## src/rtl/stopwatch_pkg.sv

```systemverilog
// Shared types and constants for the stopwatch display.
// Holds FSM state encoding, BCD digit limits and 7-segment patterns.
package stopwatch_pkg;

   typedef enum logic [1:0] {
      ST_IDLE  = 2'd0,
      ST_RUN   = 2'd1,
      ST_PAUSE = 2'd2
   } state_e;

   localparam logic [3:0] DIG_MAX_LO = 4'd9;
   localparam logic [3:0] DIG_MAX_HI = 4'd5;

   // Segment order {g,f,e,d,c,b,a}, active-low
   localparam logic [6:0] SEG_0     = 7'b1000000;
   localparam logic [6:0] SEG_1     = 7'b1111001;
   localparam logic [6:0] SEG_2     = 7'b0100100;
   localparam logic [6:0] SEG_3     = 7'b0110000;
   localparam logic [6:0] SEG_4     = 7'b0011001;
   localparam logic [6:0] SEG_5     = 7'b0010010;
   localparam logic [6:0] SEG_6     = 7'b0000010;
   localparam logic [6:0] SEG_7     = 7'b1111000;
   localparam logic [6:0] SEG_8     = 7'b0000000;
   localparam logic [6:0] SEG_9     = 7'b0010000;
   localparam logic [6:0] SEG_BLANK = 7'b1111111;

endpackage

```

## src/rtl/seg7_decoder.sv

```systemverilog
// Combinational BCD to 7-segment decoder (active-low segments).
// Ports: digit_i BCD value in; seg_o {g,f,e,d,c,b,a} out, blank for 10-15.
module seg7_decoder
   import stopwatch_pkg::*;
(
   input  logic [3:0] digit_i,
   output logic [6:0] seg_o
);

   always_comb begin
      seg_o = SEG_BLANK;
      case (digit_i)
         4'd0:    seg_o = SEG_0;
         4'd1:    seg_o = SEG_1;
         4'd2:    seg_o = SEG_2;
         4'd3:    seg_o = SEG_3;
         4'd4:    seg_o = SEG_4;
         4'd5:    seg_o = SEG_5;
         4'd6:    seg_o = SEG_6;
         4'd7:    seg_o = SEG_7;
         4'd8:    seg_o = SEG_8;
         4'd9:    seg_o = SEG_9;
         default: seg_o = SEG_BLANK;
      endcase
   end

endmodule

```

## src/rtl/stopwatch_display.sv

```systemverilog
// MM:SS stopwatch with debounced start/clear buttons and 4-digit mux scan.
// Ports: clock/reset_n; clock1Hz/20Hz/500Hz async tick sources;
//        btn_start_n/btn_clear_n raw buttons; running, seg, an, dp outputs.
module stopwatch_display
   import stopwatch_pkg::*;
#(
   parameter int unsigned DEBOUNCE_SAMPLES = 3
) (
   input  logic       clock,
   input  logic       reset_n,
   input  logic       clock1Hz,
   input  logic       clock20Hz,
   input  logic       clock500Hz,
   input  logic       btn_start_n,
   input  logic       btn_clear_n,
   output logic       running,
   output logic [6:0] seg,
   output logic [3:0] an,
   output logic       dp
);

   localparam int unsigned DS = DEBOUNCE_SAMPLES;

   // Tick sources: bit 0 = 1 Hz, bit 1 = 20 Hz, bit 2 = 500 Hz
   logic [2:0] tsy1_q, tsy2_q, tdly_q, tick_q;
   logic       tick1, tick20, tick500;

   always_ff @(posedge clock or negedge reset_n) begin
      if (!reset_n) begin
         tsy1_q <= '0;
         tsy2_q <= '0;
         tdly_q <= '0;
         tick_q <= '0;
      end else begin
         tsy1_q <= {clock500Hz, clock20Hz, clock1Hz};
         tsy2_q <= tsy1_q;
         tdly_q <= tsy2_q;
         tick_q <= tsy2_q & ~tdly_q;
      end
   end

   assign tick1   = tick_q[0];
   assign tick20  = tick_q[1];
   assign tick500 = tick_q[2];

   // Buttons: bit 0 = start, bit 1 = clear; idle level is 1
   logic [1:0]    bsy1_q, bsy2_q;
   logic [DS-1:0] bsh_st_q, bsh_st_d;
   logic [DS-1:0] bsh_cl_q, bsh_cl_d;
   logic [1:0]    stable;
   logic [1:0]    prev_q;
   logic [1:0]    press_q;
   logic          start_p, clear_p;

   always_comb begin
      bsh_st_d = bsh_st_q;
      bsh_cl_d = bsh_cl_q;
      if (tick20) begin
         bsh_st_d = {bsh_st_q[DS-2:0], bsy2_q[0]};
         bsh_cl_d = {bsh_cl_q[DS-2:0], bsy2_q[1]};
      end
   end

   assign stable = {bsh_cl_q == '0, bsh_st_q == '0};

   always_ff @(posedge clock or negedge reset_n) begin
      if (!reset_n) begin
         bsy1_q   <= '1;
         bsy2_q   <= '1;
         bsh_st_q <= '1;
         bsh_cl_q <= '1;
         prev_q   <= '0;
         press_q  <= '0;
      end else begin
         bsy1_q   <= {btn_clear_n, btn_start_n};
         bsy2_q   <= bsy1_q;
         bsh_st_q <= bsh_st_d;
         bsh_cl_q <= bsh_cl_d;
         prev_q   <= stable;
         // One pulse on the not-pressed -> pressed transition only
         press_q  <= stable & ~prev_q;
      end
   end

   assign start_p = press_q[0];
   assign clear_p = press_q[1];

   // FSM
   state_e state_q, state_d;
   logic   zero_cnt;

   always_comb begin
      state_d  = state_q;
      zero_cnt = 1'b0;
      case (state_q)
         ST_IDLE: begin
            if (clear_p) begin
               zero_cnt = 1'b1;
            end else if (start_p) begin
               state_d = ST_RUN;
            end
         end
         ST_RUN: begin
            // Clear is ignored here, so start always wins
            if (start_p) state_d = ST_PAUSE;
         end
         ST_PAUSE: begin
            if (clear_p) begin
               state_d  = ST_IDLE;
               zero_cnt = 1'b1;
            end else if (start_p) begin
               state_d = ST_RUN;
            end
         end
         default: state_d = ST_IDLE;
      endcase
   end

   // BCD count; gated on the current state so a tick landing on a
   // RUN->PAUSE press counts and one landing on a ->RUN press does not
   logic [3:0] s_lo_q, s_hi_q, m_lo_q, m_hi_q;
   logic [3:0] s_lo_d, s_hi_d, m_lo_d, m_hi_d;

   always_comb begin
      s_lo_d = s_lo_q;
      s_hi_d = s_hi_q;
      m_lo_d = m_lo_q;
      m_hi_d = m_hi_q;
      if (zero_cnt) begin
         s_lo_d = '0;
         s_hi_d = '0;
         m_lo_d = '0;
         m_hi_d = '0;
      end else if (tick1 && state_q == ST_RUN) begin
         if (s_lo_q != DIG_MAX_LO) begin
            s_lo_d = s_lo_q + 4'd1;
         end else begin
            s_lo_d = '0;
            if (s_hi_q != DIG_MAX_HI) begin
               s_hi_d = s_hi_q + 4'd1;
            end else begin
               s_hi_d = '0;
               if (m_lo_q != DIG_MAX_LO) begin
                  m_lo_d = m_lo_q + 4'd1;
               end else begin
                  m_lo_d = '0;
                  if (m_hi_q != DIG_MAX_HI) begin
                     m_hi_d = m_hi_q + 4'd1;
                  end else begin
                     m_hi_d = '0;
                  end
               end
            end
         end
      end
   end

   // Scan and display
   logic [1:0] idx_q;
   logic [3:0] sel_dig;
   logic [6:0] seg_dec;
   logic [6:0] seg_q;
   logic [3:0] an_q;
   logic       dp_q;
   logic       run_q;

   always_comb begin
      sel_dig = s_lo_q;
      case (idx_q)
         2'd0: sel_dig = s_lo_q;
         2'd1: sel_dig = s_hi_q;
         2'd2: sel_dig = m_lo_q;
         2'd3: sel_dig = m_hi_q;
         default: sel_dig = s_lo_q;
      endcase
   end

   seg7_decoder u_dec (
      .digit_i (sel_dig),
      .seg_o   (seg_dec)
   );

   always_ff @(posedge clock or negedge reset_n) begin
      if (!reset_n) begin
         state_q <= ST_IDLE;
         s_lo_q  <= '0;
         s_hi_q  <= '0;
         m_lo_q  <= '0;
         m_hi_q  <= '0;
         idx_q   <= '0;
         an_q    <= 4'b1110;
         seg_q   <= SEG_0;
         dp_q    <= 1'b1;
         run_q   <= 1'b0;
      end else begin
         state_q <= state_d;
         s_lo_q  <= s_lo_d;
         s_hi_q  <= s_hi_d;
         m_lo_q  <= m_lo_d;
         m_hi_q  <= m_hi_d;
         if (tick500) idx_q <= idx_q + 2'd1;
         an_q    <= ~(4'b0001 << idx_q);
         seg_q   <= seg_dec;
         dp_q    <= (idx_q != 2'd2);
         run_q   <= (state_q == ST_RUN);
      end
   end

   assign running = run_q;
   assign seg     = seg_q;
   assign an      = an_q;
   assign dp      = dp_q;

endmodule

```

## config.mk

```make
export PLATFORM = sky130hd
export DESIGN_NAME = stopwatch_display
export DESIGN_NICKNAME = d
export VERILOG_FILES = /design/src/rtl/stopwatch_pkg.sv /design/src/rtl/seg7_decoder.sv /design/src/rtl/stopwatch_display.sv
export SDC_FILE = /design/constraint.sdc
export NUM_CORES = 1
export LEC_CHECK = 0
export ABC_AREA = 1
export BUFFER_PORTS_ARGS = -buffer_cell sky130_fd_sc_hd__buf_4
export CAP_MARGIN = 20
export CORE_UTILIZATION = 53
export CTS_CLUSTER_SIZE = 25
export DETAILED_ROUTE_END_ITERATION = 10
export PLACE_DENSITY = 0.74
export SLEW_MARGIN = 10
export SYNTH_ARGS = -nofsm -noshare
export SYNTH_HDL_FRONTEND = slang
export SYNTH_SLANG_ARGS = --single-unit
```

## constraint.sdc

```tcl
create_clock -name clock -period 2.2 [get_ports clock]
set_input_delay 0.11 -clock clock [delete_from_list [all_inputs] [get_ports clock]]
set_output_delay 0.11 -clock clock [all_outputs]
set_load 0.02 [all_outputs]
```

-- After elaboration in Yosys (flattened, before gate mapping)
Memory sizes are Yosys's and may differ from the RTL's. A register that Yosys moved wholly into a read port is not among the register bits.
Index checks and enable logic that the tools add are counted.
W data, S select, Z words.
- register bits after elaboration: 52
- bits in read-only memories: 112
- memories kept: 1
- logic and storage cells: 84
- output and inout bits: 13
- bits of input ports: 7
- memories (memory ; depth ; width ; read ports ; clocked after memory_dff ; write ports ; line ; text):
    (no name shown) ; 16 ; 7 ; 1 ; 1 ; 0 ; seg7_decoder.sv:12 ; case (digit_i)
- shifts and indexed selects: 1
- bitwise operators: 5
- mux-type cells: 26
- $add $sub $neg: 5
- equal/unequal tests: 15
- reduce and logical (&&, ||, !) cells: 12
- operators by type and width (kind ; count):
    $mux W4 ; 18
    $add A4 B1 Y4 const B ; 4
    $pmux W4 S4 ; 1
    $ne A2 B2 Y1 const B ; 6
    $mux W2 ; 4
    $ne A4 B3 Y1 const B ; 2
    $ne A4 B4 Y1 const B ; 2
    $eq A2 B2 Y1 const B ; 3
    $logic_not A3 Y1 ; 2
    $pmux W2 S3 ; 1
    $eq A2 B1 Y1 const B ; 2
    $logic_not A2 Y1 ; 2
    $not A4 Y4 ; 1
    $reduce_and A2 Y1 ; 2
    $reduce_and A4 Y1 ; 1
    $shl A1 B2 Y4 const A ; 1
    $and A3 B3 Y3 ; 1
    $not A3 Y3 ; 1
    $reduce_and A3 Y1 ; 1
    $add A2 B1 Y2 const B ; 1
    $and A2 B2 Y2 ; 1
    $mux W1 ; 2
    $not A2 Y2 ; 1
    $reduce_bool A2 Y1 ; 1
    3 further kinds ; 3

-- Logic depth before layout (Yosys ltp)
Gate-level depths: netlist of run 1.
- depth after elaboration: 7
- depth in mapped cells: 11
- depth with buffers taken out: 11

-- Modules after synthesis
A second synthesis of run 1 with hierarchy kept.
- cells, all modules: 275
- area total of the unflattened synthesis: 2632.5 µm²
- modules (own cells, without submodules) (module ; instances ; sequential area each (µm²) ; area each (µm²) ; cells each):
    stopwatch_display ; 1 ; 1468.9 ; 2444.8 ; 240
    seg7_decoder ; 1 ; 0.0 ; 187.7 ; 35

-- Worst setup path after synthesis of run 1
OpenSTA, ideal clock, no wires.
- path kind: reg2reg
- start point: register idx_q[0]
- end point: register seg_q[3] (netlist: seg[3])
- buffers on the path: 0
- stages on the path, launching flop included: 12
- data required time: 2.078 ns
- setup slack: 0.484 ns
- library setup time: 0.122 ns
- arrival time: 1.594 ns
- clock period less this slack: 1.716 ns
- cells stage by stage: dfrtp_1 inv_1 ha_1 inv_2 nand2_1 o21ai_2 inv_1 ha_1 nand2_1 nand2_1 nand2_1 nand2_1
- cells in the longest elaborated chain, start to end: 2
- elaborated cells between the ends (all ways): 5
- those cells by class: eq/ne (3); mux (1); reduce/logical (1)
- RTL lines (element ; line ; text):
    from (decl) ; stopwatch_display.sv:159 ; logic [1:0] idx_q;
    from (signal assigned) ; stopwatch_display.sv:201 ; if (tick500) idx_q <= idx_q + 2'd1;
    $eq A2 B2 Y1, or another cell as far along ; stopwatch_display.sv:169 ; case (idx_q)
    $pmux W4 S4 * ; stopwatch_display.sv:169 ;
    to (decl) ; stopwatch_display.sv:162 ; logic [6:0] seg_q;
Mark *: on every way between the ends. The rest lies on a longest branch, timed or not.
A chain may end at the register's enable or synchronous reset.

-- Worst setup path after layout of run 1
Ends and elaborated chain as after synthesis.

==> flow_summary.yaml, run 1 <==
power_and_ir_drop:
  power.share.sequential_pct: 39.9
  net-switching-power_uw: 1359
  power.internal_uw: 2331
  power_leakage_uw: 0.001576
  sw_frac_of_total_pct: 36.83
  power_per_cell_area_mw_per_mm2: 1194
  peakVddDrop_v: 0.0007272
  comb_power_share_pct: 33.7
  pwr-share-clk_pct: 26.4
synthesis:
  dominant_combinational_cell_family_by_area_after_synthesis: "simple AND/OR/NAND/NOR gates"
  fraction_of_post_synthesis_cell_area_in_the_top_cell_type_by_area_pct: 41.96
  synthesis.yosys.warnings: 0
  yosys.cell_count.top_type: "sky130_fd_sc_hd__nand2_1"
  yosysSeqAreaShare_pct: 55.98
  syn_nets: 285
  synth-adder-area-share_pct: 7.630
  synth_simple_gate_area_share_pct: 20.65
  synthXorXnorAreaFrac_pct: 2.003
  edff_count_synth: 0
  synth_top_flop_cell: "sky130_fd_sc_hd__dfrtp_1"
  post_synth_top_cells: "sky130_fd_sc_hd__nand2_1 (65), sky130_fd_sc_hd__dfrtp_1 (44), sky130_fd_sc_hd__inv_1 (28)"
  synth_cell_types: 30
  asyncSetResetFlopFracSynth_pct: 100.0
  syn-instance-count: 262
  synth.ff_latch_count: 58
  yosysTopAreaCell: "sky130_fd_sc_hd__dfrtp_1"
  synth_compound_gate_area_share_pct: 7.058
  synth_area_leaders: "sky130_fd_sc_hd__dfrtp_1 (42%), sky130_fd_sc_hd__dfstp_2 (14%), sky130_fd_sc_hd__nand2_1 (9.3%)"
  mean_cell_area_of_the_mapped_netlist_um2: 10.01
  synth.cell_area_mm2: 0.002624
  synth_mux_area_share_pct: 1.240
sta:
  period_needed_ns: 1.892
  hold_violations: 0
  maxSlewHeadroom_pct: 54.05
  final.setup.tns_ns: 0
  drv_slew: 0
  achievable-frequency_ghz: 0.5286
  fin_worst_skew_ns: 0.01026
  timing.final.setup_violations: 0
  final.period_utilization_pct: 85.99
  worst_slew_pin_slew_ns: 0.6892
  rsz0062_at_grt: "no"
  final.setup.worst_slack_ns: 0.3083
global_route:
  first_global_vias: 1622
  grt_start_max_net_pins: 59
  grt_usage_pct: 19.19
  grt_first_pass_wirelength_mm: 7.362
  globalRoute.totalOverflow: 0
  antenna_found_initial: 0
worst_setup_path:
  worst-r2r-setup-slack_ns: 0.31
  maximum_fanout_along_the_worst_path: 6
  nature_of_the_critical_path_startpoint: "register"
  cp_data_required_time_ns: 2.42
  critical_path_type: "reg -> reg"
  cp_data_arrival_time_ns: 2.12
  worstSetupEndpointType: "register"
clock_tree:
  clock_sink_count: 58
  cts_resized: 0
  clock_tree_from_tritoncts: "yes"
  maximum_root_to_sink_buffer_count: 2
  number_of_clock_buffers_inserted_by_tritoncts: 9
  cts_max_level: 3
  clk_latency_worst_skew_pair_ns: 0.34
  cts_setup_buffers: 0
  cts-root-buf: "sky130_fd_sc_hd__clkbuf_8"
  cts.reportedPaths.clkPinSlew_ns: 0.07
routing:
  drt_drc_violations_left: 0
  routedWlPerCell_um: 11.58
  first_iter_violations: 107
  vias: 1780
  drt_wl_total_mm: 4.251
  ant_nets: 0
  drt-vias-per-instance: 4.850
  drt_pre_antenna_iters: 5
layout:
  number_of_antenna_repair_diodes: 0
  area_delta_synth_final_pct: 17.74
  layout-drive-gt1-share_pct: 23.00
  design.final.nets: 318
place:
  buffer_ports.inserted: 19
  detailed_place_hpwl_mm: 2.871
  gp_routability_congestion: 0.8068
  place_ws_ns: 0.3329
die:
  i_o_pin_total: 20
  start_util_pct: 55.18
  row_count: 25
  floorplan.die_area_mm2: 0.005236
  die_h_um: 72.36
  chipWidth_um: 72.36
  fp.coreArea_mm2: 0.004755
job:
  maxCapViolations: 0
min_path:
  worst_hold_path_type: "reg -> reg"
status:
  run_status: "complete, no violations"
==> cells in the final DEF, fill, tap and decap left out <==
cell	n
sky130_fd_sc_hd__inv_1	28
sky130_fd_sc_hd__buf_4	19
sky130_fd_sc_hd__xor2_1	6
sky130_fd_sc_hd__o22ai_1	2
sky130_fd_sc_hd__nand2_4	6
sky130_fd_sc_hd__nor3_2	1
sky130_fd_sc_hd__nor3b_1	1
sky130_fd_sc_hd__mux2i_1	1
sky130_fd_sc_hd__dlygate4sd3_1	6
sky130_fd_sc_hd__inv_2	4
sky130_fd_sc_hd__o21ai_4	1
sky130_fd_sc_hd__nand3_1	17
sky130_fd_sc_hd__ha_1	16
sky130_fd_sc_hd__inv_6	1
sky130_fd_sc_hd__nor2_8	1
sky130_fd_sc_hd__o21bai_1	1
sky130_fd_sc_hd__o22ai_2	1
sky130_fd_sc_hd__nor4_1	2
sky130_fd_sc_hd__o21ai_2	3
sky130_fd_sc_hd__a21oi_1	3
sky130_fd_sc_hd__clkbuf_8	9
sky130_fd_sc_hd__nand4_1	2
sky130_fd_sc_hd__clkinv_4	1
sky130_fd_sc_hd__dfrtp_1	44
sky130_fd_sc_hd__o21ai_0	15
sky130_fd_sc_hd__clkinvlp_4	4
sky130_fd_sc_hd__bufinv_16	1
sky130_fd_sc_hd__dfstp_2	14
sky130_fd_sc_hd__o21ai_1	4
sky130_fd_sc_hd__mux2_2	2
sky130_fd_sc_hd__nor3_1	3
sky130_fd_sc_hd__nor2_1	15
sky130_fd_sc_hd__nand2_1	65
sky130_fd_sc_hd__nor2_4	1
==> layout make-up <==
class,count,area (µm²)
inverters,32,120.1
flip-flops and latches,58,1469
multi-input cells,169,1012
clock buffers,9,123.9
well taps,67,83.83
repair buffers,25,202.7
clock inverters,7,77.57
fillers,386,1665
==> worst max-delay path: stages, from the launching register on <==
cell and delay, ns:
sky130_fd_sc_hd__dfrtp_1 0.41, sky130_fd_sc_hd__inv_1 0.10, sky130_fd_sc_hd__ha_1 0.24, sky130_fd_sc_hd__inv_2 0.11, sky130_fd_sc_hd__nand2_1 0.08, sky130_fd_sc_hd__o21bai_1 0.31, sky130_fd_sc_hd__ha_1 0.30, sky130_fd_sc_hd__nand2_1 0.07
sky130_fd_sc_hd__nand2_1 0.05, sky130_fd_sc_hd__nand2_1 0.05, sky130_fd_sc_hd__nand2_1 0.04
==> power by group through the flow <==
stage                     Combinational (µW)  Sequential, µW  Clock, µW
final                                   1240            1470        973
after global routing                    1420            1500       1050
after CTS                               1250            1480       1000
after detailed placement                1230            1490          0
after global placement                  1210            1490          0
after floorplan                          787            1590          0
==> path summary, 6_finish.rpt <==
check	to	start	cells past startpoint
min reg2reg	tsy2_q[0]	tsy1_q[0]	0
max in group asynchronous	seg[4]	reset_n	2
max	seg[3]	idx_q[0]	10
min in group asynchronous	s_hi_q[0]	reset_n	2
min	tsy2_q[0]	tsy1_q[0]	0
max reg2reg	seg[3]	idx_q[0]	10
==> registers in the layout, indices dropped and copies added, names as in the netlist, 3 cells and up <==
name      cells
seg           7
m_hi_q        4
m_lo_q        4
s_hi_q        4
s_lo_q        4
an            3
bsh_cl_q      3
bsh_st_q      3
tdly_q        3
tick_q        3
tsy1_q        3
tsy2_q        3
==> layer usage <==
metal	part of all wire [%]	track usage (%)	vias up	wire, µm
met5	0	0	-	0
met4	1.6	11.11	0	66
met3	3.2	6.389	6	137
met2	48	28.04	37	2026
met1	48	25.02	835	2021
li1	-	-	902	-
==> cell families (layout without fill, tap and decap cells) <==
| group | after synthesis | count (layout) |
|---|---|---|
| compound gates | 30 | 30 |
| xor+xnor | 6 | 6 |
| fa+ha+maj | 16 | 16 |
| buf+inv | 35 | 73 |
| flops | 58 | 58 |
| mux | 3 | 3 |
| simple gates | 114 | 114 |
==> stage by stage <==
stage          utilization [%]  cell area (µm²)  instances  hold WS (ns)  total power, µW
2_1_floorplan                -             2624        262       -0.1856             2379
3_3_place_gp             59.47             2828        345        0.2079             2700
3_5_place_dp             59.47             2828        345        0.2060             2726
4_1_cts                  64.97             3089        367        0.3552             3723
5_1_grt                  64.97             3089        367        0.3614             3968
6_report                 64.97             3089        367        0.3533             3690
==> repair_timing <==
action | in CTS | in global routing
hold buffers | 6 | 0
endpoints found under the setup margin | 0 | 0
endpoints found under the hold margin | 49 | 0
(Power assumes the default switching activity.)
==> run 2: changes to the inputs <==
==> constraint.sdc (replaced) <==
create_clock -name clock -period 2.2 [get_ports clock]
set_input_delay 0.33 -clock clock [delete_from_list [all_inputs] [get_ports clock]]
set_output_delay 0.33 -clock clock [all_outputs]
set_load 0.02 [all_outputs]
==> run 2 against run 1 <==
Effect of this change: maximum frequency barely moved; design area fell by 1.9%; routed wire length decreased by 1.3%; via count shrank 1.5%; clock power barely moved; sequential power barely moved; register-to-register slack about the same; largest cell class unchanged; combinational power about the same.
==> flow_summary.yaml, run 2 (synthesis gave the netlist of run 1 again) <==
power_and_ir_drop:
  sw_frac_of_total_pct: 36.90
  power_per_cell_area_mw_per_mm2: 1216
  power.internal_uw: 2325
  power_leakage_uw: 0.001551
  net-switching-power_uw: 1360
  peakVddDrop_v: 0.0007273
  power.share.sequential_pct: 40.0
  pwr-share-clk_pct: 26.5
  comb_power_share_pct: 33.5
clock_tree:
  clock_sink_count: 58
  postCtsHoldBufs: 0
  cts.reportedPaths.clkPinSlew_ns: 0.07
  cts_setup_buffers: 0
  cts_resized: 0
  maximum_root_to_sink_buffer_count: 2
  clock_tree_from_tritoncts: "yes"
  clk_latency_worst_skew_pair_ns: 0.34
  cts-root-buf: "sky130_fd_sc_hd__clkbuf_8"
  cts_max_level: 3
  number_of_clock_buffers_inserted_by_tritoncts: 9
die:
  fp.coreArea_mm2: 0.004755
  row_count: 25
  die_h_um: 72.36
  start_util_pct: 55.18
  floorplan.die_area_mm2: 0.005236
  i_o_pin_total: 20
  chipWidth_um: 72.36
routing:
  routedWlPerCell_um: 11.62
  vias: 1754
  drt_wl_total_mm: 4.196
  drt_drc_violations_left: 0
  first_iter_violations: 109
  drt_pre_antenna_iters: 4
  drt-vias-per-instance: 4.859
  ant_nets: 0
worst_setup_path:
  nature_of_the_critical_path_startpoint: "register"
  maximum_fanout_along_the_worst_path: 6
  cp_data_required_time_ns: 2.43
  cp_data_arrival_time_ns: 2.12
  critical_path_type: "reg -> reg"
  worstSetupEndpointType: "register"
global_route:
  grt_usage_pct: 19.04
  first_global_vias: 1581
  antenna_found_initial: 0
  globalRoute.totalOverflow: 0
  grt_first_pass_wirelength_mm: 7.286
  grt_start_max_net_pins: 59
layout:
  area_delta_synth_final_pct: 15.45
  most_common_cell_after_layout_fill_and_taps_aside: "sky130_fd_sc_hd__nand2_1"
  design.final.nets: 312
  number_of_antenna_repair_diodes: 0
  multiInputGateArea_mm2: 0.001012
  layout-drive-gt1-share_pct: 23.47
  fillCellCount: 391
  max_reg_flops: 7
  register_area_mm2: 0.001469
  most-common-layout-cells: "sky130_fd_sc_hd__nand2_1 (65), sky130_fd_sc_hd__dfrtp_1 (44), sky130_fd_sc_hd__inv_1 (28)"
sta:
  worst_slew_pin_slew_ns: 0.6839
  achievable-frequency_ghz: 0.5286
  final.setup.worst_slack_ns: 0.3081
  hold_violations: 0
  final.setup.tns_ns: 0
  maxSlewHeadroom_pct: 54.41
  timing.final.setup_violations: 0
  period_needed_ns: 1.892
  drv_slew: 0
  fin_worst_skew_ns: 0.009194
  rsz0062_at_grt: "no"
  final.period_utilization_pct: 85.99
min_path:
  worst_hold_path_type: "in -> async"
place:
  buffer_ports.inserted: 19
  place_ws_ns: 0.3329
  detailed_place_hpwl_mm: 2.871
  gp_routability_congestion: 0.8068
job:
  maxCapViolations: 0
status:
  run_status: "complete, no violations"
==> run 2: cell count changes in the layout (fill, tap and decap cells not counted), sizes merged <==
cell	before	now
dlygate4sd3	6	0
==> run 2: power groups by stage <==
stage | clock [µW] | sequential, µW | combinational (µW)
CTS | 1000 | 1480 | 1240
global route | 1050 | 1500 | 1410
floorplan | 0 | 1590 | 787
finish | 975 | 1470 | 1240
detailed placement | 0 | 1490 | 1230
global placement | 0 | 1490 | 1210
==> run 2: metrics by stage <==
step / cells / total power (µW) / hold WS, ns / area (µm²) / utilization [%]
3_5_place_dp: 345 / 2726 / 0.3379 / 2828 / 59.47
5_1_grt: 361 / 3959 / 0.06818 / 3029 / 63.71
6_report: 361 / 3684 / 0.04116 / 3029 / 63.71
3_3_place_gp: 345 / 2700 / 0.3326 / 2828 / 59.47
4_1_cts: 361 / 3714 / 0.05746 / 3029 / 63.71
2_1_floorplan: 262 / 2379 / 0.03441 / 2624 / -
==> run 2: cell type report <==
| type | instances | area share (%) |
|---|---|---|
| multi-input combinational | 169 | 33.42 |
| clock buffer | 9 | 4.089 |
| sequential | 58 | 48.49 |
| inverter | 32 | 3.965 |
| tap | 67 | 2.767 |
| timing repair buffer | 19 | 4.709 |
| clock inverter | 7 | 2.561 |
==> run 2: metal layers <==
metal | GRT usage (%) | vias up | wire (µm)
met1 | 25.02 | 819 | 1981
met5 | 0 | - | 0
met2 | 27.52 | 38 | 1979
li1 | - | 889 | -
met4 | 11.11 | 0 | 84
met3 | 6.389 | 8 | 150
==> run 2: worst paths after layout <==
path	from	endpoint	slack, ns	depth (start not counted)
hold / removal	reset_n	s_hi_q[0]	0.04	1
setup reg to reg	idx_q[0]	seg[3]	0.31	10
hold reg to reg	tsy1_q[0]	tsy2_q[0]	0.35	0
max in group asynchronous	reset_n	s_hi_q[1]	1.72	1
min in group clock	clock20Hz	tsy1_q[1]	0.09	1
setup / recovery	idx_q[0]	seg[3]	0.31	10
==> run 2: worst max-delay path: stages (launching register included) <==
cell,delay (ns)
sky130_fd_sc_hd__dfrtp_1,0.41
sky130_fd_sc_hd__inv_1,0.10
sky130_fd_sc_hd__ha_1,0.24
sky130_fd_sc_hd__inv_2,0.11
sky130_fd_sc_hd__nand2_1,0.08
sky130_fd_sc_hd__o21bai_1,0.32
sky130_fd_sc_hd__ha_1,0.31
sky130_fd_sc_hd__nand2_1,0.07
sky130_fd_sc_hd__nand2_1,0.05
sky130_fd_sc_hd__nand2_1,0.05
sky130_fd_sc_hd__nand2_1,0.04
